## src/rtl/alu_unit_if.sv

```systemverilog
// Operand/result bus bundle between the A/B bus sources, the ALU and the C bus path.
interface alu_unit_if #(
  parameter int WIDTH = 19
);
  logic             start;
  logic [2:0]       alu_op;
  logic [WIDTH-1:0] a_bus;
  logic [WIDTH-1:0] b_bus;
  logic [WIDTH-1:0] alu_out;
  logic             z_flag;
  logic             busy;
  logic             done;

  modport master (
    output start, alu_op, a_bus, b_bus,
    input  alu_out, z_flag, busy, done
  );

  modport slave (
    input  start, alu_op, a_bus, b_bus,
    output alu_out, z_flag, busy, done
  );
endinterface

```

## src/rtl/alu_unit.sv

```systemverilog
// Sequential ALU: single-cycle ops register their result at the start edge;
// MUL is an iterative shift-add that keeps the bus busy for WIDTH cycles.
module alu_unit #(
  parameter int WIDTH = 19,
  parameter int SHW   = 5
) (
  input  logic       clk,
  input  logic       rst,
  alu_unit_if.slave  bus
);
  localparam int CW = $clog2(WIDTH);

  typedef enum logic [2:0] {
    OP_NOP   = 3'b000,
    OP_ADD   = 3'b001,
    OP_SUB   = 3'b010,
    OP_PASSB = 3'b011,
    OP_INC   = 3'b100,
    OP_SHR   = 3'b101,
    OP_SHL   = 3'b110,
    OP_MUL   = 3'b111
  } op_e;

  typedef enum logic {
    IDLE,
    MUL_RUN
  } state_e;

  state_e           state, state_n;
  logic [WIDTH-1:0] out_q, out_n;
  logic             z_q, z_n;
  logic             busy_q, busy_n;
  logic             done_q, done_n;
  logic [WIDTH-1:0] a_lat, a_lat_n;
  logic [WIDTH-1:0] b_lat, b_lat_n;
  logic [WIDTH-1:0] acc, acc_n;
  logic [CW-1:0]    cnt, cnt_n;

  op_e              op;
  logic [SHW-1:0]   sh;
  int unsigned      shamt;
  logic [WIDTH-1:0] result;
  logic [WIDTH-1:0] mul_sum;

  assign op    = op_e'(bus.alu_op);
  assign sh    = bus.b_bus[SHW-1:0];
  assign shamt = 32'(sh);

  always_comb begin
    result = '0;
    unique case (op)
      OP_ADD:   result = bus.a_bus + bus.b_bus;
      OP_SUB:   result = bus.a_bus - bus.b_bus;
      OP_PASSB: result = bus.b_bus;
      OP_INC:   result = bus.a_bus + WIDTH'(1);
      OP_SHR:   result = (shamt >= 32'(WIDTH)) ? '0 : (bus.a_bus >> sh);
      OP_SHL:   result = (shamt >= 32'(WIDTH)) ? '0 : (bus.a_bus << sh);
      default:  result = '0;
    endcase
  end

  assign mul_sum = acc + (b_lat[0] ? a_lat : '0);

  always_comb begin
    state_n = state;
    out_n   = out_q;
    z_n     = z_q;
    busy_n  = busy_q;
    done_n  = 1'b0;
    a_lat_n = a_lat;
    b_lat_n = b_lat;
    acc_n   = acc;
    cnt_n   = cnt;
    unique case (state)
      IDLE: begin
        if (bus.start) begin
          if (op == OP_MUL) begin
            a_lat_n = bus.a_bus;
            b_lat_n = bus.b_bus;
            acc_n   = '0;
            cnt_n   = '0;
            busy_n  = 1'b1;
            state_n = MUL_RUN;
          end else begin
            done_n = 1'b1;
            if (op != OP_NOP) begin
              out_n = result;
              z_n   = (result == '0);
            end
          end
        end
      end
      MUL_RUN: begin
        acc_n   = mul_sum;
        a_lat_n = a_lat << 1;
        b_lat_n = b_lat >> 1;
        cnt_n   = cnt + CW'(1);
        // Final step publishes the sum including this edge's partial product.
        if (cnt == CW'(WIDTH - 1)) begin
          out_n   = mul_sum;
          z_n     = (mul_sum == '0);
          done_n  = 1'b1;
          busy_n  = 1'b0;
          state_n = IDLE;
        end
      end
      default: state_n = IDLE;
    endcase
  end

  always_ff @(posedge clk or posedge rst) begin
    if (rst) begin
      state  <= IDLE;
      out_q  <= '0;
      z_q    <= 1'b0;
      busy_q <= 1'b0;
      done_q <= 1'b0;
      a_lat  <= '0;
      b_lat  <= '0;
      acc    <= '0;
      cnt    <= '0;
    end else begin
      state  <= state_n;
      out_q  <= out_n;
      z_q    <= z_n;
      busy_q <= busy_n;
      done_q <= done_n;
      a_lat  <= a_lat_n;
      b_lat  <= b_lat_n;
      acc    <= acc_n;
      cnt    <= cnt_n;
    end
  end

  assign bus.alu_out = out_q;
  assign bus.z_flag  = z_q;
  assign bus.busy    = busy_q;
  assign bus.done    = done_q;
endmodule
```

## src/flat_wrapper.sv

```systemverilog
// flat-port wrapper written by rule: the top's interface ports become plain ports
module alu_unit_flat 
#(
  parameter int WIDTH = 19,
  parameter int SHW   = 5
)
  (clk, rst, bus_start, bus_alu_op, bus_a_bus, bus_b_bus, bus_alu_out, bus_z_flag, bus_busy, bus_done);
  alu_unit_if #(.WIDTH(WIDTH)) bus_i ();
  input  logic clk;
  input  logic rst;
  input wire logic [$bits(bus_i.start)-1:0] bus_start;
  input wire logic [$bits(bus_i.alu_op)-1:0] bus_alu_op;
  input wire logic [$bits(bus_i.a_bus)-1:0] bus_a_bus;
  input wire logic [$bits(bus_i.b_bus)-1:0] bus_b_bus;
  output wire logic [$bits(bus_i.alu_out)-1:0] bus_alu_out;
  output wire logic [$bits(bus_i.z_flag)-1:0] bus_z_flag;
  output wire logic [$bits(bus_i.busy)-1:0] bus_busy;
  output wire logic [$bits(bus_i.done)-1:0] bus_done;
  assign bus_i.start = bus_start;
  assign bus_i.alu_op = bus_alu_op;
  assign bus_i.a_bus = bus_a_bus;
  assign bus_i.b_bus = bus_b_bus;
  assign bus_alu_out = bus_i.alu_out;
  assign bus_z_flag = bus_i.z_flag;
  assign bus_busy = bus_i.busy;
  assign bus_done = bus_i.done;
  alu_unit #(.WIDTH(WIDTH), .SHW(SHW)) u_core (.clk(clk), .rst(rst), .bus(bus_i));
endmodule
```

## config.mk

```make
export PLATFORM = sky130hd
export DESIGN_NAME = alu_unit_flat
export DESIGN_NICKNAME = d
export VERILOG_FILES = /design/src/rtl/alu_unit_if.sv /design/src/rtl/alu_unit.sv /design/src/flat_wrapper.sv
export SDC_FILE = /design/constraint.sdc
export NUM_CORES = 1
export LEC_CHECK = 0
export ABC_AREA = 1
export CAP_MARGIN = 20
export CORE_MARGIN = 10
export CORE_UTILIZATION = 30
export CTS_CLUSTER_DIAMETER = 120
export CTS_CLUSTER_SIZE = 30
export DETAILED_ROUTE_END_ITERATION = 8
export HOLD_SLACK_MARGIN = 0.12
export PLACE_DENSITY = 0.45
export SLEW_MARGIN = 20
export SYNTH_ARGS = -nofsm -noshare
export SYNTH_HDL_FRONTEND = slang
export SYNTH_SLANG_ARGS = --single-unit
export TNS_END_PERCENT = 50
```

## constraint.sdc

```tcl
create_clock -name clk -period 2.53 [get_ports clk]
set_input_delay 0.3795 -clock clk [delete_from_list [all_inputs] [get_ports clk]]
set_output_delay 0.3795 -clock clk [all_outputs]
set_load 0.01 [all_outputs]
```

==> results of run 1 <==
[worst max-delay path, cell delays in order]
cell,delay [ns]
clkbuf_2,0.09
buf_6,0.12
nor2_4,0.09
inv_2,0.06
nor2_4,0.17
nand3_4,0.10
nor3_4,0.14
nor2_2,0.09
a21oi_4,0.18
o21ai_2,0.08
o21ai_1,0.12
a21oi_1,0.06
ha_1,0.38
a21oi_2,0.19
o21ai_1,0.08
a21oi_1,0.14
nand2_1,0.09
or2_4,0.25
nand3_2,0.06
nand3_2,0.08
nor2_1,0.09
nand3_1,0.09
nand2_1,0.06
nand2_1,0.05
nand2_1,0.07
[layer usage]
layer / vias up / global-route usage (%) / routed length (um)
li1: 5440 / - / -
met2: 251 / 35.47 / 18500
met4: 0 / 8.631 / 1828
met3: 61 / 1.922 / 1545
met5: - / 0 / 0
met1: 5103 / 28.37 / 17810
[layout make-up]
type	instances	area, um2	share of cell area, %
multi-input cells	1122	6618	48.84
repair buffers	403	3327	24.55
flip-flops and latches	85	2127	15.70
inverters	162	649.4	4.792
well taps	384	480.5	3.546
clock buffers	11	242.7	1.791
clock inverters	5	106.4	0.7849
[power by group]
part / internal, W / total [W] / switching, W
Combinational: 0.00214 / 0.00478 / 0.00263
Clock: 0.000997 / 0.00158 / 0.000581
Sequential: 0.00187 / 0.00218 / 0.000315
[path summary, 6_finish.rpt]
path	start	endpoint	cells after the start
min in group clk	u_core.cnt[4]$_DFFE_PP0P_	u_core.cnt[4]$_DFFE_PP0P_	1
worst min-delay path	rst	u_core.acc[2]$_DFFE_PP0P_	2
worst max register to register	u_core.b_lat[0]$_DFFE_PP0P_	u_core.bus.z_flag$_DFFE_PP0P_	14
max in group asynchronous	rst	u_core.a_lat[7]$_DFFE_PP0P_	3
worst min register to register	u_core.cnt[4]$_DFFE_PP0P_	u_core.cnt[4]$_DFFE_PP0P_	1
worst max-delay path	bus_b_bus[4]	u_core.bus.z_flag$_DFFE_PP0P_	25
[state kept, by name (all words and copies together) (netlist names)]
signal              cells
u_core.bus.z_flag       1
u_core.state            1
u_core.b_lat           19
u_core.a_lat           19
u_core.bus.done         1
u_core.acc             19
u_core.cnt              5
u_core.bus.busy         1
u_core.bus.alu_out     19
[timing repair]
item | in CTS | in global routing
setup endpoints to repair | 20 | 26
gates resized for setup | 151 | 174
setup buffers | 14 | 28
pin swaps | 47 | 85
[metrics by stage]
| step | cells | worst slack (ns) | utilization (%) | power, W | area [um2] |
|---|---|---|---|---|---|
| finish | 2172 | -0.4865 | 47.34 | 0.008536 | 13550 |
| global route | 2172 | -0.7137 | 47.34 | 0.009176 | 13550 |
| CTS | 2146 | -0.5484 | 44.47 | 0.008276 | 12730 |
| detailed placement | 2116 | -1.342 | 41.51 | 0.006484 | 11880 |
| global placement | 2116 | -1.316 | 41.51 | 0.006457 | 11880 |
| floorplan | 1419 | -0.4303 | - | 0.004364 | 8778 |
[cells by family after synthesis]
logic type      Yosys count  share of synthesized area [%]
fa+ha+maj                46                          6.799
buf+inv                 212                          10.53
compound gates          209                          14.09
flops                    85                          24.49
simple gates            854                          42.78
xor+xnor                 13                          1.311
[synth_stat cells (all sizes together)]
cell type | count | area share (%)
a211oi | 1 | 0.086
a21oi | 79 | 4.6
a22o | 1 | 0.10
a22oi | 1 | 0.086
a31oi | 14 | 1.0
and2 | 1 | 0.072
buf | 17 | 1.4
clkbuf | 33 | 2.2
clkinv | 2 | 0.086
dfrtp | 85 | 24
fa | 2 | 0.46
ha | 44 | 6.3
inv | 160 | 6.9
nand2 | 472 | 21
nand3 | 204 | 12
nand3b | 7 | 0.61
nand4 | 20 | 1.4
nor2 | 128 | 5.9
nor3 | 13 | 0.75
nor4 | 2 | 0.14
o211ai | 23 | 2.0
o21a | 2 | 0.17
o21ai | 64 | 3.7
o21bai | 1 | 0.086
o221ai | 19 | 1.9
o22ai | 2 | 0.14
o31ai | 2 | 0.17
or2 | 7 | 0.50
xnor2 | 2 | 0.20
xor2 | 11 | 1.1
==> summary.md, run 1 <==
| Metric | Value |
|---|---|
| Outcome | finished, violations left |
| Failing checks | setup timing |
| Drt wl/cell | roughly 18 um |
| Slew margin rel. | between 60 and 70% |
| Worst EP required | 2.82 ns |
| PwrDens | 629.9 mW/mm2 |
| Initial antenna violation count | 0 |
| Layout cell share with drive strength beyond 1 | about a third |
| Avg Inst Size Synth | 6.121 um2 |
| TritonCTS clock tree | built |
| Post-DRT Antenna Nets | 0 |
| Htree depth | 3 |
| Remaining DRCs | 0 |
| Clock slew at reported path FFs | 0.07 ns |
| Vias in the first global route | 10,520 |
| Final Max Slew Viols | 0 |
| Total gr overflow | 0 |
| Num CTS Buffers | 9 |
| Final Cycle Share | 119.2% |
| Synthesized area | 0.008686 mm2 |
| Crit end category | flip-flop |
| Largest net degree at the start of global routing | between 40 and 50 |
| Ys Warns | 0 |
| Detailed Place HPWL | 31,870 um |
| # rows | 62 |
| Critical Path AT | 3.31 ns |
| Maximum vdd ir drop | approximately 0.39 mV |
| RSZ-0062 raised after global routing | true |
| Port Buffer Count | 65 |
| Max cap viols | 0 |
| Max Fanout on Critical Path | 5 |
| Mapped Nets | approximately 1,500 |
| Final Hold Fails | 0 |
| Setup violations, final | 16 |
| GPL Wtd Cong | 0.9849 |
| Routed via count | approximately 11,000 |
| Post-layout worst setup margin | -0.4865 ns |
| Global-route wire length before repair | 60,430 um |
| Synth Instances | between 1,000 and 1,500 |
| Die area | 0.03616 mm2 |
| Initial DRC count | 696 |
| # fillers | 2,985 |
| Clock latency on the worst-skew pair | between 0.3 and 0.4 ns |
| Commonest non-fill, non-tap cells in the layout | nand2_1 (411), buf_4 (309), nand3_1 (170) |
| R2R setup slack | -0.25 ns |
| Slew at the pin closest to its max-slew limit | about 0.51 ns |
| Crit path launch type | input pin |
| Hold-fix buffers at CTS | 0 |
| Final min period | between 3 and 4 ns |
| Die width | between 150 and 200 um |
| Worst hold path type | input pin to async pin |
| Hold WS | approximately 0.37 ns |
| Post-synthesis sequential area ratio | 24.49% |
| Most common cell after layout, fill and taps aside | nand2_1 |
| Clock root buffer | clkbuf_16 |
| Diode count | 0 |
| Clk buf depth | 2 |
| Via density | 4.998 |
| Final TNS setup | -3.794 ns |
| Tot GR Track Use | 21.50% |
| NumNets Final | 1,873 |
| Die Y-Extent | roughly 190 um |
| IO Count | 66 |
| Fmax | 331.5 MHz |
| Area grow syn2layout | 56.01% |
| Core ar. | approximately 0.029 mm2 |
| Leak | between 6 and 7 nW |
| Sink Count | 85 |
| Clk_skew | around 0.0084 ns |
| Detailed Routing Iterations Pass 1 | 6 |
| Detailed Route WL | between 30,000 and 40,000 um |
| Post-synthesis register bit count | 85 |
| Critical path class | input pin to flip-flop |
| Starting Density | 30.34% |
| Netlist cell types | 45 |
No activity file was read; power rests on OpenSTA's default activity.
==> run 2, diff against run 1 <==
--- a/config.mk
+++ b/config.mk
@@ -7,7 +7,7 @@
 export LEC_CHECK = 0
 export ABC_AREA = 1
 export CAP_MARGIN = 20
-export CORE_MARGIN = 10
+export CORE_MARGIN = 2
 export CORE_UTILIZATION = 30
 export CTS_CLUSTER_DIAMETER = 120
 export CTS_CLUSTER_SIZE = 30
==> run 2 against run 1 <==
Against the previous run:
- worst setup slack worse by 0.030 ns
- fmax down 0.97%
- register-to-register slack about the same
- sequential power about the same
- cell count down 0.74%
- the run still ends with setup timing left
- power down 1.6%
- count of clock-buffer cells in the layout up 1
==> summary.md, run 2 (synthesis results as in run 1) <==
| Metric | Value |
|---|---|
| Clk buf depth | 2 (unchanged) |
| Final min period | 3.046 ns (was 3.017 ns) |
| Num CTS Buffers | 9 (unchanged) |
| Commonest non-fill, non-tap cells in the layout | nand2_1 (415), buf_4 (303), nand3_1 (175) (was nand2_1 (411), buf_4 (309), nand3_1 (170)) |
| Clock root buffer | clkbuf_16 (unchanged) |
| Critical Path AT | 3.33 ns (was 3.31 ns) |
| Max cap viols | 0 (unchanged) |
| Clock slew at reported path FFs | 0.06 ns (was 0.07 ns) |
| Final TNS setup | -3.170 ns (was -3.794 ns) |
| Clock latency on the worst-skew pair | 0.35 ns (about the same) |
| Crit path launch type | input pin (unchanged) |
| Core ar. | 0.02863 mm2 (unchanged) |
| Slew at the pin closest to its max-slew limit | 0.5039 ns (was 0.5138 ns) |
| RSZ-0062 raised after global routing | true (unchanged) |
| Starting Density | 30.34% (unchanged) |
| Core Util, Final | 46.65% (was 47.34%) |
| Final Hold Fails | 0 (unchanged) |
| Diode count | 0 (unchanged) |
| Leak | 6.747 nW (was 6.835 nW) |
| Htree depth | 3 (unchanged) |
| Design area | 0.01335 mm2 (was 0.01355 mm2) |
| Die area | 0.03033 mm2 (was 0.03616 mm2) |
| Initial DRC count | 699 (was 696) |
| Outcome | finished, violations left (unchanged) |
| Die Y-Extent | 174.2 um (was 190.2 um) |
| Worst Hold Endpoint | u_core.cnt[4]$_DFFE_PP0P_ |
| Most common cell after layout, fill and taps aside | nand2_1 (unchanged) |
| Final Instance Count excl. Fillers | 2,156 (was 2,172) |
| Critical path class | input pin to flip-flop (unchanged) |
| NumNets Final | 1,858 (was 1,873) |
| Detailed Place HPWL | 31,690 um (was 31,870 um) |
| # rows | 62 (unchanged) |
| Detailed Routing Iterations Pass 1 | 5 (was 6) |
| Die width | 174.2 um (was 190.2 um) |
| Remaining DRCs | 0 (unchanged) |
| Detailed Route WL | 39,200 um (was 39,680 um) |
| Placed Cells | 2,112 (was 2,116) |
| GPL Wtd Cong | 0.9686 (was 0.9849) |
| Via density | 4.975 (was 4.998) |
| Tot GR Track Use | 25.94% (was 21.50%) |
| Maximum vdd ir drop | 0.3701 mV (was 0.3884 mV) |
| Fmax | 328.3 MHz (was 331.5 MHz) |
| TritonCTS clock tree | built (unchanged) |
| Clk_skew | 0.007945 ns (was 0.008411 ns) |
| IO Count | 66 (unchanged) |
| Max Fanout on Critical Path | 4 (was 5) |
| Vias in the first global route | 10,490 (was 10,520) |
| Setup violations, final | 14 (was 16) |
| RR Endpoint | u_core.bus.z_flag$_DFFE_PP0P_ (unchanged) |
| R2R setup slack | -0.25 ns (about the same) |
| Final Max Slew Viols | 0 (unchanged) |
| Total gr overflow | 0 (unchanged) |
| Reg2reg start | u_core.b_lat[0]$_DFFE_PP0P_ (unchanged) |
| Worst hold path type | flip-flop to flip-flop (was input pin to async pin) |
| Failing checks | setup timing (unchanged) |
| Post-DRT Antenna Nets | 0 (unchanged) |
| Layout cell share with drive strength beyond 1 | 32.11% (was 33.56%) |
| PwrDens | 628.9 mW/mm2 (was 629.9 mW/mm2) |
| Global-route wire length before repair | 60,460 um (was 60,430 um) |
| Initial antenna violation count | 0 (unchanged) |
| Crit path from | bus_b_bus[1] (was bus_b_bus[4]) |
| Largest net degree at the start of global routing | 86 (was 46) |
| Slew margin rel. | 66.37% (was 65.71%) |
| Drt wl/cell | 18.18 um (was 18.27 um) |
| Hold Crit Start | u_core.cnt[4]$_DFFE_PP0P_ |
| Area grow syn2layout | 53.75% (was 56.01%) |
| Placed instance area | 0.01189 mm2 (was 0.01188 mm2) |
| Post-layout worst setup margin | -0.5162 ns (was -0.4865 ns) |
| Routed via count | 10,730 (was 10,860) |
| Reg2Reg Depth | 15 (was 14) |
| Crit end category | flip-flop (unchanged) |
| Sink Count | 85 (unchanged) |
| Final Cycle Share | 120.4% (was 119.2%) |
| Hold Path Stages | 1 |
| Port Buffer Count | 65 (unchanged) |
| Worst EP required | 2.82 ns (about the same) |
## run 2: cell types whose count changed in the layout (fill, tap and decap cells not counted), moves of 5 or more
cell / previous run / this run
nand2_2: 48 / 41
nand3_1: 170 / 175
buf_4: 309 / 303
buf_6: 29 / 14
o21ai_2: 14 / 9
## run 2: per-layer routing
metal,global-route usage [%],wire length (um)
met1,36.13,17990
met2,41.78,17720
met3,1.990,1790
met4,10.12,1696
met5,0,0
## run 2: repair_timing
item | in CTS | in global routing
pin swaps | 63 | 59
resized for setup | 181 | 116
hold endpoints to repair | 0 | 0
setup buffers | 21 | 11
hold buffers | 0 | 0
endpoints found under the setup margin | 21 | 26
## run 2: how the worst max path moves through the flow
| stage | to | cells past startpoint | slack [ns] |
|---|---|---|---|
| after global routing | u_core.bus.z_flag$_DFFE_PP0P_ | 26 | -0.74 |
| final | u_core.bus.z_flag$_DFFE_PP0P_ | 26 | -0.52 |
| after floorplan | u_core.bus.z_flag$_DFFE_PP0P_ | 26 | -0.43 |
| after CTS | u_core.bus.alu_out[17]$_DFFE_PP0P_ | 24 | -0.52 |
| after global placement | u_core.bus.alu_out[17]$_DFFE_PP0P_ | 22 | -1.47 |
| after detailed placement | u_core.bus.alu_out[17]$_DFFE_PP0P_ | 24 | -1.46 |
## run 2: through the flow
stage | hold slack (ns) | worst slack, ns | power, W
after global routing | 0.4921 | -0.7370 | 0.009038
after CTS | 0.4698 | -0.5159 | 0.008211
after floorplan | 0.4403 | -0.4303 | 0.004364
after global placement | 0.4569 | -1.470 | 0.006473
final | 0.4651 | -0.5162 | 0.008399
after detailed placement | 0.4614 | -1.458 | 0.006485
## run 2: report_power, final
group	internal, W	switching, W	total, W
clock network	0.000916	0.000543	0.00146
registers	0.00187	0.000336	0.00220
logic	0.00214	0.00259	0.00474
## run 2: final cells by class
type / count / area [um2]
inverters: 162 / 638.1
fillers: 3009 / 15270
flip-flops and latches: 85 / 2127
multi-input cells: 1122 / 6550
well taps: 384 / 480.5
clock inverters: 3 / 68.82
repair buffers: 388 / 3233
clock buffers: 12 / 256.5
## run 2: critical path, cell delays in order
cell and delay, ns:
buf_8 0.10, inv_8 0.05, nand2_4 0.05, nor2_4 0.11
inv_2 0.06, nor2_4 0.15, nand3_2 0.12, nor3_2 0.13
nor2_2 0.08, a21oi_4 0.18, o21ai_1 0.08, a21oi_1 0.13
ha_1 0.29, a21oi_1 0.19, buf_4 0.13, o21ai_1 0.06
a21oi_1 0.13, nand2_1 0.13, or2_4 0.25, nand3_2 0.06
nand3_2 0.09, nor2_1 0.09, nand3_1 0.08, nand2_1 0.06
nand2_1 0.06, nand2_1 0.07
==> run 3, diff against run 2 <==
==> constraint.sdc (replaced) <==
create_clock -name clk -period 2.5 [get_ports clk]
set_input_delay 0.375 -clock clk [delete_from_list [all_inputs] [get_ports clk]]
set_output_delay 0.375 -clock clk [all_outputs]
set_load 0.01 [all_outputs]
==> run 3 against run 2 <==
Against the previous run:
- the run still ends with setup timing left
- combinational power is 6.8% higher
- clock skew is 0.00066 ns lower
- first-iteration DRC count is 10% higher
- worst setup slack better by 0.038 ns
- clock power is 15% higher
- register-to-register slack better by 0.02 ns
- critical path depth is 4 lower
- largest cell class unchanged
- highest routed layer unchanged
==> summary.md, run 3 (synthesis results as in run 1) <==
| Metric | Value |
|---|---|
| Clock latency on the worst-skew pair | 0.35 ns (about the same) |
| Global-route wire length before repair | 61,230 um (was 60,460 um) |
| Setup violations, final | 13 (was 14) |
| Max Fanout on Critical Path | 4 (unchanged) |
| Die width | 174.2 um (unchanged) |
| Sink Count | 85 (unchanged) |
| Failing checks | setup timing (unchanged) |
| Most common cell after layout, fill and taps aside | nand2_1 (unchanged) |
| Num CTS Buffers | 9 (unchanged) |
| Starting Density | 30.34% (unchanged) |
| Routed via count | 11,050 (was 10,730) |
| PwrDens | 634.7 mW/mm2 (was 628.9 mW/mm2) |
| Detailed Place HPWL | 31,710 um (was 31,690 um) |
| Final Cycle Share | 119.1% |
| Final min period | just under 3 ns |
| Clock Power Share | 18.8% (was 17.4%) |
| GPL Wtd Cong | 0.9775 (was 0.9686) |
| Area grow syn2layout | 62.37% (was 53.75%) |
| Post-DRT Antenna Nets | 0 (unchanged) |
| Total gr overflow | 0 (unchanged) |
| Design area | 0.01410 mm2 (was 0.01335 mm2) |
| NumNets Final | 1,891 (was 1,858) |
| Worst EP required | 2.79 ns (was 2.82 ns) |
| Clk_skew | 0.007284 ns (was 0.007945 ns) |
| Die area | 0.03033 mm2 (unchanged) |
| Clock root buffer | clkbuf_16 (unchanged) |
| Layout cell share with drive strength beyond 1 | 37.10% (was 32.11%) |
| Placed instance area | 0.01198 mm2 (was 0.01189 mm2) |
| Remaining DRCs | 0 (unchanged) |
| Detailed Routing Iterations Pass 1 | 6 (was 5) |
| Slew margin rel. | 66.23% (was 66.37%) |
| Detailed Route WL | 40,270 um (was 39,200 um) |
| TritonCTS clock tree | built (unchanged) |
| Net Sw Frac | 41.06% (was 41.33%) |
| Via density | 5.046 (was 4.975) |
| Vias in the first global route | 10,750 (was 10,490) |
| Crit end category | flip-flop (unchanged) |
| Leak | 7.025 nW (was 6.747 nW) |
| Final Hold Fails | 0 (unchanged) |
| Slew at the pin closest to its max-slew limit | 0.5065 ns (was 0.5039 ns) |
| # rows | 62 (unchanged) |
| Drt wl/cell | 18.39 um (was 18.18 um) |
| Tot GR Track Use | 26.13% (was 25.94%) |
| Port Buffer Count | 65 (unchanged) |
| Clock slew at reported path FFs | 0.07 ns (was 0.06 ns) |
| Commonest non-fill, non-tap cells in the layout | nand2_1 (395), buf_4 (312), nand3_1 (166) (was nand2_1 (415), buf_4 (303), nand3_1 (175)) |
| Final Max Slew Viols | 0 (unchanged) |
| Gr busiest metal | met2 (unchanged) |
| Initial antenna violation count | 0 (unchanged) |
| M2 GR Usage | 44.54% (was 41.78%) |
| Die Y-Extent | 174.2 um (unchanged) |
| Worst hold path type | flip-flop to flip-flop (unchanged) |
| Fmax | 335.8 MHz |
| IO Count | 66 (unchanged) |
| Clk buf depth | 2 (unchanged) |
| Net Switching | 0.003676 W (was 0.003471 W) |
| Initial DRC count | 770 (was 699) |
| GR Layer Usage met3 | 1.772% (was 1.990%) |
| Max cap viols | 0 (unchanged) |
| Critical path class | input pin to flip-flop (unchanged) |
| Pre-CTS WS | -1.444 ns (was -1.458 ns) |
| Critical Path AT | 3.27 ns (was 3.33 ns) |
| Post-layout worst setup margin | -0.4778 ns (was -0.5162 ns) |
| Htree depth | 3 (unchanged) |
| Largest net degree at the start of global routing | 86 (unchanged) |
| Fraction of power consumed by sequential logic | 24.7% (was 26.2%) |
| Crit path launch type | input pin (unchanged) |
| Maximum vdd ir drop | 0.3719 mV (was 0.3701 mV) |
| Core ar. | 0.02863 mm2 (unchanged) |
| Hold-fix buffers at CTS | 0 (unchanged) |
| RSZ-0062 raised after global routing | true (unchanged) |
| Cell-internal power | 0.005276 W (was 0.004928 W) |
| Global-route met1 utilization | 34.88% (was 36.13%) |
| Diode count | 0 (unchanged) |
| Outcome | finished, violations left (unchanged) |
| Combinational power share | 56.5% (was 56.4%) |
-- run 3: cell count changes in the layout (fill, tap and decap cells not counted), moves of 7 or more --
cell     change
buf_6       +22
nand2_1     -20
nand2_2     +18
buf_4        +9
nand3_1      -9
inv_1        -8
nor2_1       -7
nor2_4       +7
o21ai_2      +7
-- run 3: final timing paths --
kind	startpoint	to	slack [ns]	depth (start not counted)
setup / recovery	bus_b_bus[12]	u_core.bus.z_flag$_DFFE_PP0P_	-0.48	22
hold / removal	u_core.cnt[4]$_DFFE_PP0P_	u_core.cnt[4]$_DFFE_PP0P_	0.47	1
setup reg to reg	u_core.b_lat[0]$_DFFE_PP0P_	u_core.bus.z_flag$_DFFE_PP0P_	-0.23	15
hold reg to reg	u_core.cnt[4]$_DFFE_PP0P_	u_core.cnt[4]$_DFFE_PP0P_	0.47	1
max in group asynchronous	rst	u_core.acc[11]$_DFFE_PP0P_	1.63	3
min in group asynchronous	rst	u_core.cnt[3]$_DFFE_PP0P_	0.49	3
-- run 3: per-layer routing --
metal / share of wire, % / vias to the layer above
li1: - / 5475
met1: 44 / 5199
met4: 3.7 / 0
met3: 4.4 / 60
met5: 0 / -
met2: 47 / 316
-- run 3: final cells by class --
class                           instances  area, um2
Clock inverter                          7      145.1
Tap cell                              384      480.5
Sequential cell                        85       2127
Inverter                              162      654.4
Timing Repair Buffer                  420       3557
Multi-Input combinational cell       1123       6914
Fill cell                            2983      14520
Clock buffer                            9      225.2
-- run 3: power groups by stage --
| stage | Combinational, W | Clock [W] | Sequential [W] |
|---|---|---|---|
| after floorplan | 0.00220 | 0 | 0.00223 |
| after global placement | 0.00435 | 0 | 0.00222 |
| after detailed placement | 0.00435 | 0 | 0.00223 |
| after CTS | 0.00457 | 0.00172 | 0.00221 |
| after global routing | 0.00553 | 0.00176 | 0.00228 |
| final | 0.00506 | 0.00168 | 0.00221 |
-- run 3: stage by stage --
| stage | cells | setup TNS [ns] | utilization [%] | power, W | hold slack [ns] |
|---|---|---|---|---|---|
| detailed placement | 2123 | -22.21 | 41.86 | 0.006581 | 0.4712 |
| finish | 2190 | -3.755 | 49.27 | 0.008952 | 0.4731 |
| CTS | 2163 | -5.378 | 45.03 | 0.008500 | 0.4803 |
| floorplan | 1419 | -2.316 | - | 0.004421 | 0.4403 |
| global route | 2190 | -6.309 | 49.27 | 0.009573 | 0.5040 |
| global placement | 2123 | -21.91 | 41.86 | 0.006574 | 0.4576 |
-- run 3: critical path, cell delays in order --
cell	delay (ns)
clkdlybuf4s50_1	0.47
inv_1	0.20
nand2_1	0.10
nor2_2	0.13
nand2_1	0.10
nand2_1	0.08
o21ai_1	0.06
a21oi_1	0.14
ha_1	0.29
buf_4	0.15
nand2_1	0.17
nor2_4	0.07
a21oi_2	0.13
nand2_1	0.08
or2_4	0.23
nand3_2	0.06
nand3_2	0.09
nor2_1	0.11
nand3_1	0.07
nand2_1	0.06
nand2_1	0.05
nand2_1	0.06
-- run 3: timing repair --
item / in CTS / in global routing
setup endpoints to repair: 21 / 66
pin swaps: 50 / 113
gates resized for setup: 148 / 264
cloned: 0 / 1
buffers inserted: 26 / 37
